File: config.mk
export PLATFORM = sky130hd
export DESIGN_NAME = instruction_fetch_unit
export DESIGN_NICKNAME = d
export VERILOG_FILES = /design/src/rtl/instruction_fetch_unit.sv
export SDC_FILE = /design/constraint.sdc
export NUM_CORES = 1
export LEC_CHECK = 0
export BUFFER_PORTS_ARGS = -buffer_cell sky130_fd_sc_hd__clkbuf_2
export CAP_MARGIN = 30
export CORE_MARGIN = 5
export CORE_UTILIZATION = 51
export CTS_CLUSTER_DIAMETER = 80
export CTS_CLUSTER_SIZE = 16
export DETAILED_ROUTE_END_ITERATION = 6
export PLACE_DENSITY = 0.91
export REMOVE_ABC_BUFFERS = 1
export SYNTH_ARGS = -nofsm -noshare
export SYNTH_HDL_FRONTEND = slang
export SYNTH_SLANG_ARGS = --single-unit
export TNS_END_PERCENT = 20
File: constraint.sdc
create_clock -name clk -period 4 [get_ports clk]
set_input_delay 0.2 -clock clk [delete_from_list [all_inputs] [get_ports clk]]
set_output_delay 0.2 -clock clk [all_outputs]
set_load 0.05 [all_outputs]
File: src/rtl/instruction_fetch_unit.sv
// Instruction fetch stage: owns the PC and loads the IF/ID register, with stall,
// redirect/flush, end-of-program and bad-target fault handling.
//
// state    | meaning
// ST_RUN   | fetching sequentially, IF/ID gets real instructions
// ST_END   | ran off the end of memory; PC parked, NOPs injected until redirect
// ST_FAULT | bad redirect target seen; frozen until reset
module instruction_fetch_unit #(
   parameter logic [63:0] RESET_PC  = 64'd0,
   parameter int          MEM_BYTES = 256,
   parameter logic [31:0] NOP       = 32'h00000013
) (
   input  logic        clk,
   input  logic        reset,
   input  logic        Stall,
   input  logic        Branch_Taken,
   input  logic [63:0] Branch_Target,
   input  logic [31:0] Instruction,
   output logic [63:0] Inst_Address,
   output logic [63:0] IF_ID_PC,
   output logic [31:0] IF_ID_Instruction,
   output logic        IF_ID_Valid,
   output logic        Fetch_Fault,
   output logic [31:0] Fetch_Count,
   output logic [31:0] Bubble_Count
);

   typedef enum logic [1:0] {
      ST_RUN   = 2'd0,
      ST_END   = 2'd1,
      ST_FAULT = 2'd2
   } state_t;

   localparam logic [64:0] LAST_WORD = 65'(MEM_BYTES - 4);

   state_t      state_q;
   logic [63:0] pc_q;
   logic [63:0] ifid_pc_q;
   logic [31:0] ifid_instr_q;
   logic        ifid_valid_q;
   logic        fault_q;
   logic [31:0] fetch_q;
   logic [31:0] bubble_q;
   logic [64:0] pc_plus4;

   // 65-bit so a wrap past 2^64 lands above LAST_WORD and reads as illegal
   function automatic logic is_legal(input logic [64:0] addr);
      return (addr[1:0] == 2'b00) && (addr <= LAST_WORD);
   endfunction

   function automatic logic [31:0] sat_inc(input logic [31:0] cnt);
      return (cnt == 32'hFFFF_FFFF) ? cnt : cnt + 32'd1;
   endfunction

   assign pc_plus4 = {1'b0, pc_q} + 65'd4;

   always_ff @(posedge clk) begin
      if (!reset) begin
         state_q      <= ST_RUN;
         pc_q         <= RESET_PC;
         ifid_pc_q    <= 64'd0;
         ifid_instr_q <= NOP;
         ifid_valid_q <= 1'b0;
         fault_q      <= 1'b0;
         fetch_q      <= 32'd0;
         bubble_q     <= 32'd0;
      end else if (state_q == ST_FAULT) begin
         ifid_pc_q    <= 64'd0;
         ifid_instr_q <= NOP;
         ifid_valid_q <= 1'b0;
         bubble_q     <= sat_inc(bubble_q);
      end else if (Branch_Taken) begin
         ifid_pc_q    <= 64'd0;
         ifid_instr_q <= NOP;
         ifid_valid_q <= 1'b0;
         bubble_q     <= sat_inc(bubble_q);
         if (is_legal({1'b0, Branch_Target})) begin
            pc_q    <= Branch_Target;
            state_q <= ST_RUN;
         end else begin
            fault_q <= 1'b1;
            state_q <= ST_FAULT;
         end
      end else if (!Stall) begin
         if (state_q == ST_RUN) begin
            ifid_pc_q    <= pc_q;
            ifid_instr_q <= Instruction;
            ifid_valid_q <= 1'b1;
            fetch_q      <= sat_inc(fetch_q);
            if (is_legal(pc_plus4)) begin
               pc_q <= pc_plus4[63:0];
            end else begin
               state_q <= ST_END;
            end
         end else begin
            ifid_pc_q    <= 64'd0;
            ifid_instr_q <= NOP;
            ifid_valid_q <= 1'b0;
            bubble_q     <= sat_inc(bubble_q);
         end
      end
   end

   assign Inst_Address      = pc_q;
   assign IF_ID_PC          = ifid_pc_q;
   assign IF_ID_Instruction = ifid_instr_q;
   assign IF_ID_Valid       = ifid_valid_q;
   assign Fetch_Fault       = fault_q;
   assign Fetch_Count       = fetch_q;
   assign Bubble_Count      = bubble_q;

endmodule

==> impl_metrics.ini, run 1 <==
[critical_path]
worst-path-buf-inv = 1
slowest_delay_ns = 0.67
critical-path-slowest-cell = nor4_1
crit_chain = nand3_1, nor4_1, nand3_1, xor2_1, a31oi_1, or4_1, nor3_2, nand4_2, and3_1, buf_4, and2_1
crit_top_cell = nand3_1
crit_arrival_ns = 4.11
crit-reg2reg-launch = Inst_Address[29]
worstSetupPathType = reg -> reg
reg2reg_to = Inst_Address[30]
crit_family = simple AND/OR/NAND/NOR gates
end_kind = flip-flop
cp_max_fo = 56
rr_worst_depth = 11
required_ns = 4.37
start_kind = flip-flop
r2r_slack_ns = 0.26

[layout]
antenna_cells = 0
regArea_um2 = 4566
drive_above_1_share_pct = 27.03
multi_input_area_um2 = 4945
area_growth_pct = 27.10
fill_cells = 1501
final_nets = 1542
stdcell_count = 1699

[placement]
io_buffers = 325
gp_congestion = 0.9301
dp_cells = 1645
dp_hpwl_mm = 21.75

[synthesis]
syn-instance-count = 1110
synthesis.area_um2 = 9828
ys_ff_latch = 228
ys_types = 61
avgSynthCellArea_um2 = 8.854
synthArstFlopShare_pct = 0
synth-warning-count = 0
synth_seq_area_share_pct = 46.44
synth_ff_type = dfxtp_1
synth-edff-count = 0

[die]
core_um2 = 18830
floorplan.rows = 50
start_util_pct = 52.19
fp.dieH_um = 148.8
num_io_pins = 326
die_w_um = 148.8
die_area_um2 = 22150

[timing]
finalSetupTns_ns = 0
max_freq_ghz = 0.2671
finalClockSkew_ns = 0.02326
setup_viol_count_final = 0
tightest_slew_ns = 1.055
max_slew_margin_pct = 29.67
min_period_over_period_pct = 93.58
period_needed_ns = 3.743
finalHoldViolCount = 0
rsz0062_at_grt = no
slew_viol_final = 0

[clock_tree]
tritoncts = yes
clk_root_buffer_cell = clkbuf_16
cts_buffers = 18
cts.clk_slew.worst_paths_ns = 0.08
cts_buffer_depth = 3
post_cts_buffers = 0
clk-insertion-delay-late_ns = 0.49
cts.sinks = 228
h-tree-depth = 1

[min_path]
min_path_cells = 2
min_to = Inst_Address[7]
min_from = Branch_Target[7]
worstHoldPathType = in -> reg

[power]
peakVddDrop_mv = 0.2852
power.density_nw_per_um2 = 339.6
p_leak_nw = 5.186

[detailed_routing]
met3WireLength_mm = 2.804
wl_mm = 30.81
viasPerCell = 5.683
drc = 0
wl_per_cell_um = 18.13
highest_layer = met4
dr.first_iter.drc_count = 547
postRouteAntennaNets = 0
met1Wirelength_mm = 11.57
route.met2.wl_mm = 15.47
dr.pass1.iters = 5
vias = 9655

[run_status]
status = finished clean

[global_routing]
grt_pass1_vias = 9549
grt_antenna_before_repair = 0
grt_max_degree = 95
gr-total-overflow = 0
grt_usage_pct = 26.38
grt_pass1_wl_mm = 48.58

[flow_run]
maxCapViolCount = 0
-- worst max-delay path by stage --
stage / slack, ns / start / depth (start not counted) / endpoint
2_1_floorplan: -1.54 / state_q[0] / 3 / IF_ID_Instruction[10]
3_3_place_gp: 0.35 / Inst_Address[2] / 12 / Inst_Address[40]
3_5_place_dp: 0.15 / Inst_Address[2] / 12 / Inst_Address[23]
4_1_cts: 0.09 / Inst_Address[2] / 12 / Inst_Address[37]
5_1_grt: 0.005 / Inst_Address[48] / 11 / Inst_Address[29]
6_report: 0.26 / Inst_Address[29] / 11 / Inst_Address[30]
-- placed cells by master, fill, tap and decap left out, types with 21 or more instances in the layout --
master and instances:
nand3_1 47, nand4_1 39, a22oi_1 93, and2_1 90
o21ai_0 21, xnor2_1 47, clkbuf_2 324, dfxtp_1 227
nand2_1 67, nor3_1 23, nor2_1 157, xor2_1 36
nor4_1 24, dlygate4sd3_1 33
-- synthesized netlist by cell type, drive strengths merged (10+ instances only) --
master / n / area (um2)
dfxtp: 228 / 4564
nor2: 158 / 600.6
a22oi: 93 / 698.2
and2: 91 / 569.3
nand2: 67 / 251.5
clkbuf: 53 / 200.2
nand3: 50 / 272.8
xnor2: 47 / 411.6
nand4: 41 / 269.0
xor2: 36 / 315.3
nor3: 28 / 155.2
nor4: 27 / 196.4
o21ai: 21 / 105.1
and3: 18 / 112.6
or3: 16 / 100.1
buf: 15 / 101.3
inv: 15 / 56.30
a21oi: 12 / 60.06
and4: 12 / 105.1
mux2i: 10 / 100.1
-- cells by family after synthesis --
logic type	count (synthesis)	synth area share (%)
fa+ha+maj	4	0.5093
buf+inv	83	3.641
mux	11	1.133
simple gates	531	28.47
flops	228	46.44
compound gates	170	12.41
xor+xnor	83	7.396
-- metal layers --
| layer | vias up | track usage [%] |
|---|---|---|
| met1 | 4521 | 29.33 |
| met5 | - | 0 |
| li1 | 4569 | - |
| met2 | 486 | 49.08 |
| met3 | 79 | 6.229 |
| met4 | 0 | 9.291 |
-- worst register-to-register path: stages (launching register included) --
cell and delay [ns]:
dfxtp_1 0.45, nand3_1 0.34, nor4_1 0.67, nand3_1 0.18
xor2_1 0.16, a31oi_1 0.12, or4_1 0.43, nor3_2 0.32
nand4_2 0.24, and3_1 0.25, buf_4 0.24, and2_1 0.24
-- cell type report --
| type | instances | area share [%] |
|---|---|---|
| multi-input combinational | 799 | 39.58 |
| sequential | 228 | 36.55 |
| clock inverter | 2 | 0.1402 |
| clock buffer | 19 | 3.806 |
| inverter | 15 | 0.4507 |
| tap | 260 | 2.604 |
| timing repair buffer | 376 | 16.87 |
-- state kept, by name, indices dropped and copies added (netlist names) --
register           cells
Fetch_Fault            1
state_q                2
Fetch_Count           32
IF_ID_Instruction     32
Inst_Address          64
IF_ID_Valid            1
IF_ID_PC              64
Bubble_Count          32
-- stage by stage --
| step | cell area [um2] | worst slack [ns] | hold slack, ns | power (mW) | utilization (%) |
|---|---|---|---|---|---|
| 2_1_floorplan | 9527 | -1.539 | 0.3175 | 2.505 | - |
| 3_3_place_gp | 11620 | 0.3546 | 0.4248 | 2.633 | 61.69 |
| 3_5_place_dp | 11640 | 0.1456 | 0.4281 | 2.641 | 61.79 |
| 4_1_cts | 12460 | 0.09105 | 0.008403 | 4.274 | 66.17 |
| 5_1_grt | 12490 | 0.004655 | 0.007738 | 4.394 | 66.34 |
| 6_report | 12490 | 0.2566 | 0.01961 | 4.243 | 66.34 |
-- where the power goes --
group	internal (mW)	switching, mW	total (mW)	leakage, nW
clock network	0.848	0.776	1.62	0.242
logic	0.110	0.203	0.313	3.10
registers	2.29	0.0205	2.31	1.84
total	3.24	0.999	4.24	5.19
-- timing repair --
| action | in CTS | in global routing |
|---|---|---|
| resized for setup | 0 | 6 |
| hold buffers | 33 | 0 |
| setup endpoints to repair | 0 | 59 |
| endpoints found under the hold margin | 33 | 0 |
Note: power is estimated with default switching activity, not from simulation.
==> run 2, diff against run 1 <==
--- a/config.mk
+++ b/config.mk
@@ -14,6 +14,7 @@
 export DETAILED_ROUTE_END_ITERATION = 6
 export PLACE_DENSITY = 0.91
 export REMOVE_ABC_BUFFERS = 1
+export SETUP_SLACK_MARGIN = 0.3
 export SYNTH_ARGS = -nofsm -noshare
 export SYNTH_HDL_FRONTEND = slang
 export SYNTH_SLANG_ARGS = --single-unit
==> run 2 against run 1 <==
Compared with the run above: routed wire length rose by 0.47%; cell area is 1.3% higher; worst setup slack improved by 0.23 ns; flip-flop and latch count unchanged; power about the same; clock power about the same; hold slack gained 0.0025 ns; global-route usage hardly changed; die area unchanged; non-clock buffer count is 6 higher; cell count increased by 0.35%; sequential share of layout area fell by 0.24 points.
==> impl_metrics.ini, run 2 (synthesis gave the netlist of run 1 again) <==
[run_status]
status = finished clean

[timing]
period_needed_ns = 3.514
max_freq_ghz = 0.2846
rsz0062_at_grt = no
max_slew_margin_pct = 30.90
finalClockSkew_ns = 0.02125
tightest_slew_ns = 1.036
finalHoldViolCount = 0
min_period_over_period_pct = 87.85
setup_viol_count_final = 0
slew_viol_final = 0
whs_ns = 0.02215

[layout]
layout_commonest_cell = clkbuf_2
fin_area_um2 = 12650
final_nets = 1548
fill_cells = 1475
area_growth_pct = 28.73
layout_common_cells = clkbuf_2, dfxtp_1, nor2_1
final_util_pct = 67.19
drive_above_1_share_pct = 29.55
antenna_cells = 0

[global_routing]
grt_max_degree = 95
grt_pass1_vias = 9555
grt_usage_pct = 26.40
grt_antenna_before_repair = 0
grt_pass1_wl_mm = 48.61
gr-total-overflow = 0

[critical_path]
r2r_slack_ns = 0.49
crit_end = Inst_Address[35]
crit-reg2reg-launch = Inst_Address[28]
cp-startpoint = Inst_Address[28]
rr_worst_depth = 12
reg2reg_to = Inst_Address[35]
crit_arrival_ns = 3.88
worstSetupPathType = reg -> reg
cp_max_fo = 56
start_kind = flip-flop
required_ns = 4.37
end_kind = flip-flop

[placement]
io_buffers = 325
gp_congestion = 0.9301
place_area_um2 = 11640
dp_hpwl_mm = 21.75

[die]
die_area_um2 = 22150
floorplan.rows = 50
start_util_pct = 52.19
die_w_um = 148.8
core_um2 = 18830
fp.dieH_um = 148.8
num_io_pins = 326

[detailed_routing]
postRouteAntennaNets = 0
wl_mm = 30.95
dr.first_iter.drc_count = 485
wl_per_cell_um = 18.15
drc = 0
vias = 9697
dr.pass1.iters = 6
viasPerCell = 5.687

[power]
peakVddDrop_mv = 0.2852
power.total_mw = 4.243
power.density_nw_per_um2 = 335.3
p_leak_nw = 5.279

[clock_tree]
cts_buffer_depth = 3
h-tree-depth = 1
clk_root_buffer_cell = clkbuf_16
tritoncts = yes
cts_buffers = 18
clk-insertion-delay-late_ns = 0.49
cts.sinks = 228
cts.clk_slew.worst_paths_ns = 0.08

[min_path]
min_path_cells = 2
worstHoldPathType = in -> reg

[flow_run]
maxCapViolCount = 0
## run 2: how the worst min path moves through the flow
stage,from,end,slack [ns]
after floorplan,reset,Fetch_Fault,0.32
after global placement,Instruction[0],IF_ID_Instruction[0],0.42
after detailed placement,Instruction[1],IF_ID_Instruction[1],0.43
after CTS,Branch_Target[7],Inst_Address[7],0.008
after global routing,Branch_Target[7],Inst_Address[7],0.01
final,Branch_Target[7],Inst_Address[7],0.02
## run 2: worst max-delay path, stage by stage (launching register included)
cell and delay, ns:
dfxtp_1 0.49, nand3_4 0.19, nor3_2 0.27, nand4b_1 0.17
buf_4 0.21, or4_1 0.50, nand2_1 0.08, nand4_1 0.16
nor4_4 0.43, nand4_4 0.19, and3_1 0.22, buf_4 0.24
and2_1 0.22
## run 2: cell type report
class                           count  area, um2  share of cell area, %
Clock buffer                       19      475.5                  3.758
Clock inverter                      2      17.52                 0.1384
Inverter                           15      56.30                 0.4450
Multi-Input combinational cell    799       5032                  39.77
Sequential cell                   228       4593                  36.30
Tap cell                          260      325.3                  2.571
Timing Repair Buffer              382       2152                  17.01
## run 2: what timing repair did
item | in CTS | in global routing
gates resized for setup | 4 | 39
setup buffers | 0 | 6
endpoints found under the hold margin | 33 | 0
hold buffers | 33 | 0
pin swaps | 0 | 5
setup endpoints to repair | 57 | 60
## run 2: metal layers
layer | vias up | GRT usage (%) | routed length, um
met5 | - | 0 | 0
met4 | 0 | 9.291 | 1032
met3 | 93 | 6.229 | 2836
met2 | 512 | 49.08 | 15570
met1 | 4515 | 29.37 | 11520
li1 | 4577 | - | -
## run 2: through the flow
stage | TNS [ns] | setup slack, ns | cells
6_report | 0 | 0.4859 | 1705
5_1_grt | 0 | 0.3136 | 1705
4_1_cts | 0 | 0.3124 | 1699
3_5_place_dp | 0 | 0.1456 | 1645
3_3_place_gp | 0 | 0.3546 | 1644
2_1_floorplan | -142.61 | -1.539 | 1042
## run 2: power by group
group	switching [mW]	internal, mW
Clock	0.774	0.848
Combinational	0.203	0.111
Sequential	0.0208	2.29
